`src/rtl/mem_access_stage_pkg.sv`:
```
// Shared constants, types and helpers for the MEM pipeline stage.
// Build option MEM_MISALIGN_CHECK_EN enables the misaligned-access trap in the top.
package mem_access_stage_pkg;

    localparam logic [6:0] OpLoad  = 7'b0000011;
    localparam logic [6:0] OpStore = 7'b0100011;

    // funct3 encodings: [1:0] selects access size, [2] selects zero-extension on loads
    localparam logic [1:0]  F3SizeByte    = 2'b00;
    localparam logic [1:0]  F3SizeHalf    = 2'b01;
    localparam logic [1:0]  F3SizeWord    = 2'b10;
    localparam int unsigned F3UnsignedBit = 2;

    localparam logic [31:0] ZeroWord = 32'h0000_0000;

    // Position of the MEM request in the pipeline-wide stall mask
    localparam int unsigned StallMemBit = 4;

    typedef enum logic [1:0] {
        StIdle = 2'd0,
        StXfer = 2'd1,
        StDone = 2'd2
    } mem_state_e;

    typedef enum logic [1:0] {
        SizeByte = 2'd0,
        SizeHalf = 2'd1,
        SizeWord = 2'd2
    } mem_size_e;

    function automatic mem_size_e decode_size(input logic [1:0] f3_size);
        mem_size_e size;
        case (f3_size)
            F3SizeByte: size = SizeByte;
            F3SizeHalf: size = SizeHalf;
            default:    size = SizeWord;
        endcase
        return size;
    endfunction

    function automatic logic [2:0] size_bytes(input mem_size_e size);
        logic [2:0] n;
        case (size)
            SizeByte: n = 3'd1;
            SizeHalf: n = 3'd2;
            default:  n = 3'd4;
        endcase
        return n;
    endfunction

    function automatic logic is_misaligned(input mem_size_e size, input logic [1:0] addr_lo);
        logic mis;
        case (size)
            SizeHalf: mis = addr_lo[0];
            SizeWord: mis = (addr_lo != 2'b00);
            default:  mis = 1'b0;
        endcase
        return mis;
    endfunction

endpackage

```
`src/rtl/mem_access_stage_load_extend.sv`:
```
// Combinational load result formatter: picks the loaded bytes from the assembly
// buffer and sign- or zero-extends them to the register width.
module mem_access_stage_load_extend
    import mem_access_stage_pkg::*;
#(
    parameter int unsigned XLEN = 32
) (
    input  logic [31:0]     i_buf,
    input  mem_size_e       i_size,
    input  logic            i_unsigned,
    output logic [XLEN-1:0] o_val
);

    logic w_sign_b;
    logic w_sign_h;

    assign w_sign_b = ~i_unsigned & i_buf[7];
    assign w_sign_h = ~i_unsigned & i_buf[15];

    always_comb begin
        o_val = XLEN'(ZeroWord);
        case (i_size)
            SizeByte: o_val = {{(XLEN-8){w_sign_b}}, i_buf[7:0]};
            SizeHalf: o_val = {{(XLEN-16){w_sign_h}}, i_buf[15:0]};
            default:  o_val = XLEN'(i_buf);
        endcase
    end

endmodule

```
`src/rtl/mem_access_stage.sv`:
```
// MEM pipeline stage: passes ALU results through and runs loads/stores byte-serially
// over the 8-bit memory-controller port. Option macro: MEM_MISALIGN_CHECK_EN.
module mem_access_stage
    import mem_access_stage_pkg::*;
#(
    parameter int unsigned ADDR_WIDTH = 32,
    parameter int unsigned XLEN       = 32
) (
    input  logic                  clk_in,
    input  logic                  rst_in,
    input  logic                  rdy_in,
    input  logic                  forward,
    input  logic [4:0]            rd_addr,
    input  logic [XLEN-1:0]       rd_val,
    input  logic [6:0]            ins_type,
    input  logic [2:0]            ins_details,
    input  logic [ADDR_WIDTH-1:0] mem_addr,
    input  logic [XLEN-1:0]       mem_val,
    output logic                  mc_req,
    output logic                  mc_wr,
    output logic [ADDR_WIDTH-1:0] mc_addr,
    output logic [7:0]            mc_wdata,
    input  logic                  mc_ack,
    input  logic [7:0]            mc_rdata,
    output logic                  stall_req,
    output logic                  out_forward,
    output logic [4:0]            out_rd_addr,
    output logic [XLEN-1:0]       out_rd_val
`ifdef MEM_MISALIGN_CHECK_EN
    ,
    output logic                  misalign_err
`endif
);

    mem_state_e r_state;
    mem_state_e w_state_next;
    logic [2:0]  r_count;
    logic [2:0]  w_count_next;
    logic [31:0] r_buf;
    logic [31:0] w_buf_next;
    logic        r_misalign;
    logic        w_misalign_next;

    logic            w_is_load;
    logic            w_is_store;
    logic            w_is_mem;
    mem_size_e       w_size;
    logic [2:0]      w_nbytes;
    logic            w_last_byte;
    logic            w_misaligned;
    logic [1:0]      w_byte_lane;
    logic [XLEN-1:0] w_load_val;

    assign w_is_load   = (ins_type == OpLoad);
    assign w_is_store  = (ins_type == OpStore);
    assign w_is_mem    = w_is_load | w_is_store;
    assign w_size      = decode_size(ins_details[1:0]);
    assign w_nbytes    = size_bytes(w_size);
    assign w_last_byte = (r_count == (w_nbytes - 3'd1));
    assign w_byte_lane = r_count[1:0];

`ifdef MEM_MISALIGN_CHECK_EN
    assign w_misaligned = is_misaligned(w_size, mem_addr[1:0]);
`else
    assign w_misaligned = 1'b0;
`endif

    mem_access_stage_load_extend #(
        .XLEN (XLEN)
    ) u_load_extend (
        .i_buf      (r_buf),
        .i_size     (w_size),
        .i_unsigned (ins_details[F3UnsignedBit]),
        .o_val      (w_load_val)
    );

    // Next-state: everything holds while rdy_in is low, including ignoring mc_ack
    always_comb begin
        w_state_next    = r_state;
        w_count_next    = r_count;
        w_buf_next      = r_buf;
        w_misalign_next = r_misalign;
        if (rdy_in) begin
            unique case (r_state)
                StIdle: begin
                    if (w_is_mem) begin
                        w_count_next = 3'd0;
                        if (w_misaligned) begin
                            w_misalign_next = 1'b1;
                            w_state_next    = StDone;
                        end else begin
                            w_state_next = StXfer;
                        end
                    end
                end
                StXfer: begin
                    if (mc_ack) begin
                        if (w_is_load) begin
                            w_buf_next[{w_byte_lane, 3'b000} +: 8] = mc_rdata;
                        end
                        w_count_next = r_count + 3'd1;
                        if (w_last_byte) begin
                            w_state_next = StDone;
                        end
                    end
                end
                StDone: begin
                    w_misalign_next = 1'b0;
                    w_state_next    = StIdle;
                end
                default: w_state_next = StIdle;
            endcase
        end
    end

    always_ff @(posedge clk_in) begin
        if (rst_in) begin
            r_state    <= StIdle;
            r_count    <= 3'd0;
            r_buf      <= ZeroWord;
            r_misalign <= 1'b0;
        end else begin
            r_state    <= w_state_next;
            r_count    <= w_count_next;
            r_buf      <= w_buf_next;
            r_misalign <= w_misalign_next;
        end
    end

    // Outputs are held at zero for as long as reset is asserted
    always_comb begin
        mc_req      = 1'b0;
        mc_wr       = 1'b0;
        mc_addr     = '0;
        mc_wdata    = 8'h00;
        stall_req   = 1'b0;
        out_forward = 1'b0;
        out_rd_addr = 5'd0;
        out_rd_val  = '0;
`ifdef MEM_MISALIGN_CHECK_EN
        misalign_err = 1'b0;
`endif
        if (!rst_in) begin
            unique case (r_state)
                StIdle: begin
                    if (w_is_mem) begin
                        stall_req = 1'b1;
                    end else begin
                        out_forward = forward;
                        out_rd_addr = rd_addr;
                        out_rd_val  = rd_val;
                    end
                end
                StXfer: begin
                    stall_req = 1'b1;
                    mc_req    = rdy_in;
                    mc_wr     = w_is_store;
                    mc_addr   = mem_addr + ADDR_WIDTH'(r_count);
                    mc_wdata  = mem_val[{w_byte_lane, 3'b000} +: 8];
                end
                StDone: begin
                    if (w_is_load && !r_misalign) begin
                        out_forward = forward;
                        out_rd_addr = rd_addr;
                        out_rd_val  = w_load_val;
                    end
`ifdef MEM_MISALIGN_CHECK_EN
                    misalign_err = r_misalign;
`endif
                end
                default: ;
            endcase
        end
    end

endmodule

```
`config.mk`:
```
export PLATFORM = sky130hd
export DESIGN_NAME = mem_access_stage
export DESIGN_NICKNAME = d
export VERILOG_FILES = /design/src/rtl/mem_access_stage_pkg.sv /design/src/rtl/mem_access_stage_load_extend.sv /design/src/rtl/mem_access_stage.sv
export SDC_FILE = /design/constraint.sdc
export NUM_CORES = 1
export LEC_CHECK = 0
export BUFFER_PORTS_ARGS = -buffer_cell sky130_fd_sc_hd__buf_2
export CORE_UTILIZATION = 41
export DETAILED_ROUTE_END_ITERATION = 12
export PLACE_DENSITY = 0.84
export SYNTH_ARGS = -nofsm -noshare
export SYNTH_HDL_FRONTEND = slang
export SYNTH_SLANG_ARGS = --single-unit
```
`constraint.sdc`:
```
create_clock -name clk_in -period 2.9 [get_ports clk_in]
set_input_delay 0.29 -clock clk_in [delete_from_list [all_inputs] [get_ports clk_in]]
set_output_delay 0.29 -clock clk_in [all_outputs]
set_load 0.1 [all_outputs]
```
==> results of run 1 <==
[cell families (layout without fill, tap and decap cells)]
logic type	Yosys count	count (layout)	share of synthesized area
flip-flops	37	37	0.198
AO/OA/AOI/OAI	176	177	0.289
adder cells (fa/ha/maj)	12	12	0.0421
other	0	1	0
multiplexers	11	11	0.0565
buffers and inverters	62	244	0.0796
XOR/XNOR	11	11	0.0298
AND/OR/NAND/NOR	198	198	0.306
[cell type report]
class,count,area share
multi-input combinational,409,0.483
inverter,13,0.00759
sequential,37,0.115
tap,108,0.0210
clock inverter,3,0.0107
timing repair buffer,223,0.351
antenna,1,0.000389
clock buffer,5,0.0107
[report_power, final]
part	total, uW	internal [uW]	switching, uW
clock	554	346	208
sequential	508	508	0.655
combinational	710	255	455
total	1770	1110	663
[through the flow]
stage,util,area [um2],instances,hold WS (ns),total power (uW)
finish,0.734,6430,799,0.291,1770
global route,0.734,6430,799,0.288,1830
CTS,0.726,6360,795,0.284,1770
detailed placement,0.706,6190,787,0.468,1220
global placement,0.706,6190,787,0.459,1210
floorplan,-,4070,507,0.444,929
[sequential cells by signal (all words and copies together) (netlist names)]
register and count:
r_count 3, r_buf 32, r_state 2
[layout by cell type, fill, tap and decap left out, types with 16 or more instances in the layout]
cell / synthesis / layout
sky130_fd_sc_hd__and2_1: 17 / 17
sky130_fd_sc_hd__nand4_1: 38 / 38
sky130_fd_sc_hd__o21ai_0: 17 / 17
sky130_fd_sc_hd__nand2b_1: 19 / 19
sky130_fd_sc_hd__buf_12: 0 / 73
sky130_fd_sc_hd__dfxtp_1: 37 / 37
sky130_fd_sc_hd__o21ai_1: 31 / 30
sky130_fd_sc_hd__buf_4: 1 / 19
sky130_fd_sc_hd__nand2_1: 22 / 22
sky130_fd_sc_hd__buf_2: 7 / 131
sky130_fd_sc_hd__nor2_2: 0 / 35
sky130_fd_sc_hd__a32oi_1: 16 / 16
sky130_fd_sc_hd__a21oi_1: 62 / 36
[worst max-delay path by stage]
stage / start / endpoint / slack, ns
after floorplan: r_count[1] / mc_addr[24] / -0.07
after global placement: mem_addr[0] / mc_addr[18] / 0.17
after detailed placement: mem_addr[0] / mc_addr[18] / 0.08
after CTS: r_count[0] / mc_addr[16] / 0.03
after global routing: r_count[0] / mc_addr[18] / -0.03
final: r_count[0] / mc_addr[18] / 0.06
[Yosys cell counts (13+ instances only)]
master / n
sky130_fd_sc_hd__nor2_1: 41
sky130_fd_sc_hd__o21ai_0: 17
sky130_fd_sc_hd__inv_1: 13
sky130_fd_sc_hd__nand2b_1: 19
sky130_fd_sc_hd__nand2_1: 22
sky130_fd_sc_hd__a21oi_1: 62
sky130_fd_sc_hd__o31ai_1: 15
sky130_fd_sc_hd__clkbuf_1: 33
sky130_fd_sc_hd__nand4_1: 38
sky130_fd_sc_hd__a32oi_1: 16
sky130_fd_sc_hd__o21ai_1: 31
sky130_fd_sc_hd__or4_1: 13
sky130_fd_sc_hd__dfxtp_1: 37
sky130_fd_sc_hd__and2_1: 17
[routing by layer]
layer	routed length [um]	vias up	part of all wire
met5	0	-	0
met2	7320	362	0.50
met4	454	0	0.031
li1	-	2297	-
met1	5460	2341	0.38
met3	1310	45	0.090
[worst max-delay path, stage by stage, from the launching register on]
cell and delay, ns:
sky130_fd_sc_hd__dfxtp_1 0.34, sky130_fd_sc_hd__ha_2 0.19, sky130_fd_sc_hd__inv_1 0.05, sky130_fd_sc_hd__fa_2 0.34, sky130_fd_sc_hd__nor2b_2 0.14, sky130_fd_sc_hd__buf_4 0.16, sky130_fd_sc_hd__o2111ai_4 0.20, sky130_fd_sc_hd__or3_4 0.46
sky130_fd_sc_hd__a21oi_4 0.17, sky130_fd_sc_hd__buf_12 0.19
[what timing repair did]
item | CTS | global route
setup buffers | 0 | 2
pin swaps | 0 | 4
gates cloned | 0 | 1
resized for setup | 7 | 11
hold buffers | 0 | 0
endpoints found under the hold margin | 0 | 0
endpoints found under the setup margin | 13 | 22
==> qor.csv, run 1 <==
stage;metric;value;unit
logic_synthesis;netlist.top_cell.by_area;sky130_fd_sc_hd__dfxtp_1;
logic_synthesis;mappedNetlistArea;3740;um2
die;core_area;8760;um2
clock_network;cts_root_buffer;sky130_fd_sc_hd__clkbuf_8;
min_path;worst_hold_startpoint;mc_rdata[1];
logic_synthesis;synth.yosys.seq_area_share;0.198;
detailed_routing;antenna_violating_nets_post_route;0;
power_and_ir_drop;ir_drop;256;uV
finish;layout.area.seq;741;um2
worst_setup_path;crit_path_start_kind;flip-flop;
timing;finalCriticalPeriod;2.84;ns
timing;final-max-slew-violation-count;0;
global_routing;grt.busiest_layer;met2;
clock_network;clockBufferDepth;2;
global_routing;first_global_vias;4810;
logic_synthesis;synth_enable_flop_cells;0;
clock_network;cts-htree-levels;2;
logic_synthesis;synthFlopType;sky130_fd_sc_hd__dfxtp_1;
min_path;class_of_the_tightest_hold_or_removal_check;primary input to flip-flop;
logic_synthesis;synth.ff_latch_count;37;
global_routing;grtUsageTotal;0.289;
worst_setup_path;critPathRequiredTime;2.61;ns
timing;setup_violations;0;
finish;count_of_filler_cells_inserted_in_the_layout;604;
timing;rsz0062_at_grt;yes;
min_path;min_delay_path_depth;3;
logic_synthesis;per_instance_average_area_after_synthesis;7.38;um2
die;die-area;9510;um2
worst_setup_path;timing_worst_setup_path_type;flip-flop to primary output;
die;die_h;97.5;um
detailed_routing;finalWirelength;14.6;mm
global_routing;groute.layer.met2.usage;0.520;
finish;combined_area_of_the_multi_input_logic_cells;3110;um2
timing;fin_setup_tns;0;ns
placed_design;dp_hpwl;11.1;mm
power_and_ir_drop;power.static_leakage;0.00244;uW
global_routing;grt_first_pass_wirelength;22.8;mm
global_routing;global_route.usage.met1;0.335;
worst_setup_path;rr_startpoint;r_count[0];
die;ioPinCount;205;
outcome;outcome;finished, final reports clean;
worst_setup_path;worst-endpoint-arrival;2.55;ns
clock_network;tritoncts;yes;
timing;timing.max_slew.rel_slack;0.371;
worst_setup_path;critPathCaptureType;primary output;
finish;area_delta_synth_final;71.8;%
clock_network;cts.reportedPaths.clkPinSlew;0.08;ns
finish;layout-drive-gt1-share;0.475;
clock_network;cts_inserted_buffers;5;
clock_network;clk_latency;0.30;ns
worst_setup_path;timing.reg2reg.setup_slack;0.48;ns
timing;worst_pin_slew;0.944;ns
timing;post-route-period-util;0.979;
global_routing;maximum_number_of_pins_on_one_net_before_global_route_repair;43;
timing;fmaxAchievable;352;MHz
detailed_routing;wl_per_cell;18.2;um
logic_synthesis;synth_fp_nets;643;
run;drv_cap;0;
detailed_routing;routed-via-count;5045;
global_routing;globalRouteMet3Util;0.0583;
die;die_w;97.5;um
detailed_routing;detail_route.iter0.violations;370;
die;floorplan.initialDensity;0.427;
power_and_ir_drop;powerDensity;276;nW/um2
detailed_routing;drt-pass1-iter-count;5;
timing;finClkSkew;0.00692;ns
min_path;timing.hold.worst_endpoint;r_buf[1];
placed_design;port_buffers;204;
timing;hold_viol;0;
logic_synthesis;netlist_instances;507;
placed_design;routability_driven_placement_congestion_ratio;0.888;
logic_synthesis;postSynth.asyncResetShare;0;
worst_setup_path;max_fanout_on_critical_path;7;
worst_setup_path;r2r-end;r_buf[12];
global_routing;grt_overflow_total;0;
placed_design;pre_cts_slack;0.0850;ns
finish;finish.net_count;825;
global_routing;grt_antenna_before_repair;1;
logic_synthesis;ys_types;53;
detailed_routing;post_detailed_route_drc_marker_count;0;
die;placementRows;34;
worst_setup_path;reg2regPathDepth;6;
logic_synthesis;yosys_warnings;0;
timing;finalWorstSetupSlack;0.0612;ns
logic_synthesis;synth.top_cells.by_area;sky130_fd_sc_hd__dfxtp_1 (20%), sky130_fd_sc_hd__a21oi_1 (8.3%), sky130_fd_sc_hd__nand4_1 (6.4%);
clock_network;numClockSinks;37;
logic_synthesis;post-synth-top-area-fraction;0.198;
detailed_routing;viasPerCell;6.31;
(Power assumes the default switching activity.)
==> run 2, diff against run 1 <==
Settings changed: CELL_PAD_IN_SITES_DETAIL_PLACEMENT set to 2, CELL_PAD_IN_SITES_GLOBAL_PLACEMENT set to 2, CORE_UTILIZATION 41 to 21, MAX_ROUTING_LAYER set to met4.
==> run 2 against run 1 <==
  * Sequential cell count unchanged
  * Clock-buffer cell count increased by 2
  * Setup slack gained 0.017 ns
  * Critical path depth is the same
  * Worst hold slack gained 0.042 ns
  * Critical endpoint is now mc_addr[26]
  * Register-to-register slack improved by 0.37 ns
  * Critical path type unchanged
==> qor.csv, run 2 (synthesized netlist as in run 1, its figures left out) <==
stage;metric;value;unit
timing;fmaxAchievable;354;MHz
timing;setup_violations;0;
detailed_routing;viasPerCell;5.30;
worst_setup_path;crit_path_start_kind;flip-flop;
clock_network;clk_latency;0.28;ns
global_routing;grt_antenna_before_repair;1;
timing;hold_viol;0;
min_path;timing.hold.worst_endpoint;r_buf[2];
finish;layout-drive-gt1-share;0.470;
worst_setup_path;r2r-end;r_buf[22];
run;drv_cap;0;
power_and_ir_drop;ir_drop;246;uV
finish;leading_cell_type_in_the_layout_fill_and_taps_excluded;sky130_fd_sc_hd__buf_2;
worst_setup_path;worst-endpoint-arrival;2.53;ns
detailed_routing;wl_per_cell;19.6;um
power_and_ir_drop;powerDensity;291;nW/um2
clock_network;cts_root_buffer;sky130_fd_sc_hd__clkbuf_16;
detailed_routing;finalWirelength;17.9;mm
timing;whs;0.333;ns
die;die_h;135;um
worst_setup_path;timing_worst_setup_path_type;flip-flop to primary output;
global_routing;grtUsageTotal;0.199;
finish;finish.net_count;825;
clock_network;numClockSinks;37;
worst_setup_path;max_fanout_on_critical_path;6;
outcome;outcome;finished, final reports clean;
timing;worst_pin_slew;0.651;ns
worst_setup_path;timing.reg2reg.setup_slack;0.85;ns
global_routing;grt_overflow_total;0;
min_path;worst_hold_startpoint;mc_rdata[2];
global_routing;first_global_vias;5286;
finish;most-common-layout-cells;sky130_fd_sc_hd__buf_2 (142), sky130_fd_sc_hd__buf_12 (63), sky130_fd_sc_hd__nand4_1 (38);
finish;area_delta_synth_final;72.1;%
min_path;class_of_the_tightest_hold_or_removal_check;primary input to flip-flop;
clock_network;tritoncts;yes;
die;die_w;135;um
worst_setup_path;reg2regPathDepth;7;
die;core_area;17400;um2
die;ioPinCount;205;
finish;max_flop_register;r_buf;
placed_design;port_buffers;204;
finish;number_of_flip_flops_in_the_largest_register;32;
clock_network;cts-htree-levels;2;
timing;finalCriticalPeriod;2.82;ns
worst_setup_path;critPathRequiredTime;2.61;ns
detailed_routing;antenna_violating_nets_post_route;0;
clock_network;cts_inserted_buffers;5;
die;floorplan.initialDensity;0.216;
global_routing;maximum_number_of_pins_on_one_net_before_global_route_repair;43;
timing;post-route-period-util;0.973;
clock_network;number_of_hold_repair_buffers_added_at_the_cts_stage;0;
timing;final-max-slew-violation-count;0;
placed_design;dp_hpwl;14.0;mm
die;placementRows;48;
placed_design;routability_driven_placement_congestion_ratio;0.824;
timing;finClkSkew;0.00359;ns
detailed_routing;post_detailed_route_drc_marker_count;0;
min_path;min_delay_path_depth;3;
clock_network;clockBufferDepth;2;
timing;fin_setup_tns;0;ns
worst_setup_path;critPathCaptureType;primary output;
finish;biggestRegsByFlops;r_buf x32, r_count x3, r_state x2;
power_and_ir_drop;power.static_leakage;0.00244;uW
clock_network;cts.reportedPaths.clkPinSlew;0.06;ns
die;die-area;18400;um2
timing;timing.max_slew.rel_slack;0.555;
clock_network;cts_setup_buffers;0;
detailed_routing;detail_route.iter0.violations;141;
detailed_routing;drt-pass1-iter-count;4;
detailed_routing;routed-via-count;4856;
global_routing;grt_first_pass_wirelength;28.2;mm
timing;rsz0062_at_grt;yes;
worst_setup_path;rr_startpoint;r_count[0];
finish;postLayoutCoreUtil;0.371;
## run 2: worst max-delay path by stage
| stage | startpoint | to | slack, ns | cells after the start |
|---|---|---|---|---|
| floorplan | r_count[1] | mc_addr[24] | -0.07 | 8 |
| global placement | mem_addr[0] | mc_addr[24] | 0.20 | 9 |
| detailed placement | r_count[1] | mc_addr[24] | 0.09 | 7 |
| CTS | r_count[1] | mc_addr[26] | 0.0002 | 8 |
| global route | r_count[0] | mc_addr[26] | -0.04 | 9 |
| finish | r_count[0] | mc_addr[26] | 0.08 | 9 |
## run 2: stage by stage
stage | cell area, um2 | instances | power [uW] | worst slack, ns
6_report | 6440 | 916 | 1870 | 0.0780
5_1_grt | 6440 | 916 | 1940 | -0.0427
4_1_cts | 6420 | 915 | 1890 | 0.000190
3_5_place_dp | 6210 | 907 | 1240 | 0.0920
3_3_place_gp | 6210 | 907 | 1220 | 0.199
2_1_floorplan | 4070 | 507 | 929 | -0.0672
## run 2: worst max-delay path: stages, from the launching register on
cell,delay (ns)
sky130_fd_sc_hd__dfxtp_1,0.34
sky130_fd_sc_hd__ha_1,0.18
sky130_fd_sc_hd__inv_1,0.07
sky130_fd_sc_hd__fa_2,0.36
sky130_fd_sc_hd__nor2b_4,0.20
sky130_fd_sc_hd__buf_6,0.16
sky130_fd_sc_hd__o2111ai_2,0.14
sky130_fd_sc_hd__or3_4,0.43
sky130_fd_sc_hd__a21oi_4,0.18
sky130_fd_sc_hd__buf_12,0.19
## run 2: per-layer routing
metal,track usage,vias up,share of wire
met2,0.370,163,0.52
met5,-,-,0
li1,-,2277,-
met4,0.0387,0,0.013
met1,0.224,2398,0.42
met3,0.0307,18,0.053
## run 2: repair_timing
item	in CTS	in global routing
endpoints found under the setup margin	16	15
pin swaps	1	0
resized for setup	8	6
## run 2: power breakdown
part	switching [uW]	leakage [uW]	internal, uW	total (uW)
Clock	216	0.0000841	430	646
Sequential	0.693	0.000298	508	509
Combinational	463	0.00206	254	717
## run 2: layout make-up
type / instances / area, um2
tap: 225 / 282
multi-input combinational: 408 / 3080
inverter: 13 / 48.8
clock inverter: 1 / 30.0
clock buffer: 7 / 143
sequential: 37 / 742
timing repair buffer: 224 / 2120
antenna: 1 / 2.50
fill: 1956 / 10900
==> run 3, diff against run 2 <==
Settings changed: ABC_AREA set to 1, PLACE_DENSITY 0.84 to 0.87.
Clock period 2.9 ns to 3 ns, I/O delays scaled along.
==> run 3 against run 2 <==
  * Die area rose by 11%
  * Total power fell by 3.1%
  * Synthesized area rose by 11%
  * Cell count rose by 36%
  * Clock power barely moved
==> qor.csv, run 3 <==
stage;metric;value;unit
outcome;outcome;finished, final reports clean;
finish;layout-drive-gt1-share;0.282;
logic_synthesis;netlist_instances;794;
placed_design;pre_cts_slack;0.369;ns
logic_synthesis;synth.yosys.seq_area_share;0.179;
logic_synthesis;ys_types;29;
timing;whs;0.337;ns
detailed_routing;m1WireLength;8.69;mm
clock_network;tritoncts;yes;
worst_setup_path;max_fanout_on_critical_path;11;
clock_network;clk_latency;0.29;ns
logic_synthesis;synth_enable_flop_cells;0;
die;die_h;143;um
clock_network;cts.reportedPaths.clkPinSlew;0.07;ns
global_routing;grt_first_pass_wirelength;32.5;mm
timing;post-route-period-util;0.921;
logic_synthesis;mappedNetlistArea;4150;um2
worst_setup_path;timing.reg2reg.setup_slack;0.62;ns
logic_synthesis;synth.ff_latch_count;37;
clock_network;cts_inserted_buffers;5;
die;die-area;20300;um2
clock_network;clockBufferDepth;2;
placed_design;detailed_place.area;6410;um2
detailed_routing;drt-pass1-iter-count;5;
worst_setup_path;rr_startpoint;r_count[0];
detailed_routing;post_detailed_route_drc_marker_count;0;
detailed_routing;finalWirelength;20.3;mm
finish;postLayoutCoreUtil;0.340;
timing;setup_violations;0;
timing;fin_setup_tns;0;ns
detailed_routing;routed.top_layer;met4;
finish;finish.net_count;1116;
finish;layout.area.seq;742;um2
clock_network;number_of_hold_repair_buffers_added_at_the_cts_stage;0;
timing;hold_viol;0;
placed_design;dp_hpwl;16.7;mm
clock_network;cts-htree-levels;2;
detailed_routing;wl_per_cell;16.3;um
clock_network;cts_root_buffer;sky130_fd_sc_hd__clkbuf_16;
global_routing;grt_overflow_total;0;
logic_synthesis;per_instance_average_area_after_synthesis;5.22;um2
timing;fmaxAchievable;362;MHz
power_and_ir_drop;power.static_leakage;0.00319;uW
placed_design;port_buffers;204;
logic_synthesis;yosys.cell_count.top_type;sky130_fd_sc_hd__nand2_1;
worst_setup_path;crit_path_start_kind;flip-flop;
run;drv_cap;0;
detailed_routing;wl_met3;1.03;mm
worst_setup_path;critPathRequiredTime;2.70;ns
min_path;class_of_the_tightest_hold_or_removal_check;primary input to flip-flop;
logic_synthesis;postSynth.asyncResetShare;0;
die;core_area;19400;um2
detailed_routing;detail_route.iter0.violations;192;
worst_setup_path;critPathCaptureType;primary output;
logic_synthesis;netlist.top_cell.by_area;sky130_fd_sc_hd__nand2_1;
clock_network;post_cts_resize_count;0;
clock_network;numClockSinks;37;
detailed_routing;antenna_violating_nets_post_route;0;
logic_synthesis;post-synth-top-area-fraction;0.196;
timing;finalCriticalPeriod;2.76;ns
timing;finalWorstSetupSlack;0.237;ns
finish;final_cell_area;6600;um2
placed_design;routability_driven_placement_congestion_ratio;0.852;
logic_synthesis;yosys_warnings;0;
finish;biggestRegsByFlops;r_buf x32, r_count x3, r_state x2;
die;ioPinCount;205;
timing;rsz0062_at_grt;no;
logic_synthesis;dominant_combinational_cell_family_by_area_after_synthesis;simple AND/OR/NAND/NOR gates;
logic_synthesis;post_synth_mux_area_share;0;
logic_synthesis;synthFlopType;sky130_fd_sc_hd__dfxtp_1;
detailed_routing;viasPerCell;4.68;
global_routing;first_global_vias;6325;
power_and_ir_drop;powerDensity;275;nW/um2
global_routing;grtUsageTotal;0.208;
detailed_routing;route.met2.wl;10.3;mm
global_routing;maximum_number_of_pins_on_one_net_before_global_route_repair;59;
worst_setup_path;startpoint;r_count[0];
logic_synthesis;synth.top_cells.by_area;sky130_fd_sc_hd__nand2_1 (20%), sky130_fd_sc_hd__dfxtp_1 (18%), sky130_fd_sc_hd__nor2_1 (15%);
global_routing;grt_antenna_before_repair;2;
logic_synthesis;synth_fp_nets;930;
timing;finClkSkew;0.0105;ns
timing;worst_pin_slew;0.750;ns
power_and_ir_drop;ir_drop;196;uV
logic_synthesis;synth_commonest_cells;sky130_fd_sc_hd__nand2_1 (216), sky130_fd_sc_hd__nor2_1 (162), sky130_fd_sc_hd__inv_1 (96), sky130_fd_sc_hd__a21oi_1 (65), sky130_fd_sc_hd__nand3_1 (51);
logic_synthesis;synth_simple_gate_area_frac;0.493;
worst_setup_path;worst-endpoint-arrival;2.46;ns
finish;most-common-layout-cells;sky130_fd_sc_hd__nand2_1 (214), sky130_fd_sc_hd__nor2_1 (149), sky130_fd_sc_hd__buf_2 (146);
logic_synthesis;synth_xor_area_frac;0.00211;
timing;timing.max_slew.rel_slack;0.500;
detailed_routing;routed-via-count;5837;
min_path;worst_hold_startpoint;mc_rdata[0];
timing;final-max-slew-violation-count;0;
die;floorplan.initialDensity;0.214;
finish;max_flop_register;r_buf;
finish;combined_area_of_the_multi_input_logic_cells;2980;um2
die;die_w;143;um
clock_network;cts_setup_buffers;0;
finish;number_of_flip_flops_in_the_largest_register;32;
finish;area_delta_synth_final;59.2;%
logic_synthesis;synthAdderAreaFrac;0.0380;
logic_synthesis;synth_compound_area_frac;0.153;
die;placementRows;51;
finish;leading_cell_type_in_the_layout_fill_and_taps_excluded;sky130_fd_sc_hd__nand2_1;
worst_setup_path;timing_worst_setup_path_type;flip-flop to primary output;
finish;count_of_filler_cells_inserted_in_the_layout;2480;
==> run 3: stage by stage <==
step | instances | total power (uW)
after floorplan | 794 | 923
after global routing | 1248 | 1890
after global placement | 1238 | 1160
after CTS | 1246 | 1830
after detailed placement | 1238 | 1180
final | 1248 | 1810
==> run 3: final timing paths <==
| path | to | cells after the start |
|---|---|---|
| min | r_buf[0] | 3 |
| max | mc_addr[18] | 14 |
| max reg2reg | r_buf[21] | 7 |
| min reg2reg | r_buf[5] | 2 |
==> run 3: final cells by class <==
type	instances	area share
clock inverters	2	0.00569
multi-input cells	621	0.451
flip-flops and latches	37	0.112
clock buffers	6	0.0210
diodes	2	0.000758
repair buffers	216	0.302
inverters	99	0.0563
well taps	265	0.0502
==> run 3: worst max-delay path, cell delays in order (launching register included) <==
cell and delay [ns]:
sky130_fd_sc_hd__dfxtp_1 0.33, sky130_fd_sc_hd__ha_1 0.16, sky130_fd_sc_hd__inv_1 0.06, sky130_fd_sc_hd__fa_1 0.39
sky130_fd_sc_hd__inv_1 0.09, sky130_fd_sc_hd__nand3_1 0.09, sky130_fd_sc_hd__nand2_2 0.10, sky130_fd_sc_hd__nand2_2 0.09
sky130_fd_sc_hd__nor2_1 0.11, sky130_fd_sc_hd__buf_4 0.18, sky130_fd_sc_hd__nand2_1 0.08, sky130_fd_sc_hd__nand2_1 0.07
sky130_fd_sc_hd__nand2_1 0.07, sky130_fd_sc_hd__nor2_2 0.14, sky130_fd_sc_hd__buf_12 0.19
==> run 3: cells by family (layout without fill, tap and decap cells) <==
group | after synthesis | in the layout
xor+xnor | 1 | 1
flops | 37 | 37
fa+ha+maj | 12 | 12
simple gates | 483 | 483
buf+inv | 136 | 323
compound gates | 125 | 125
other cells | 0 | 2
==> run 3: where the power goes <==
| group | switching, uW | leakage [uW] | internal, uW |
|---|---|---|---|
| registers | 1.32 | 0.000298 | 492 |
| clock network | 230 | 0.0000831 | 415 |
| logic | 481 | 0.00280 | 193 |
==> run 3: per-layer routing <==
metal	vias up	global-route usage
met1	2769	0.239
met3	25	0.0397
met2	155	0.373
met4	0	0.0458
met5	-	-
li1	2888	-
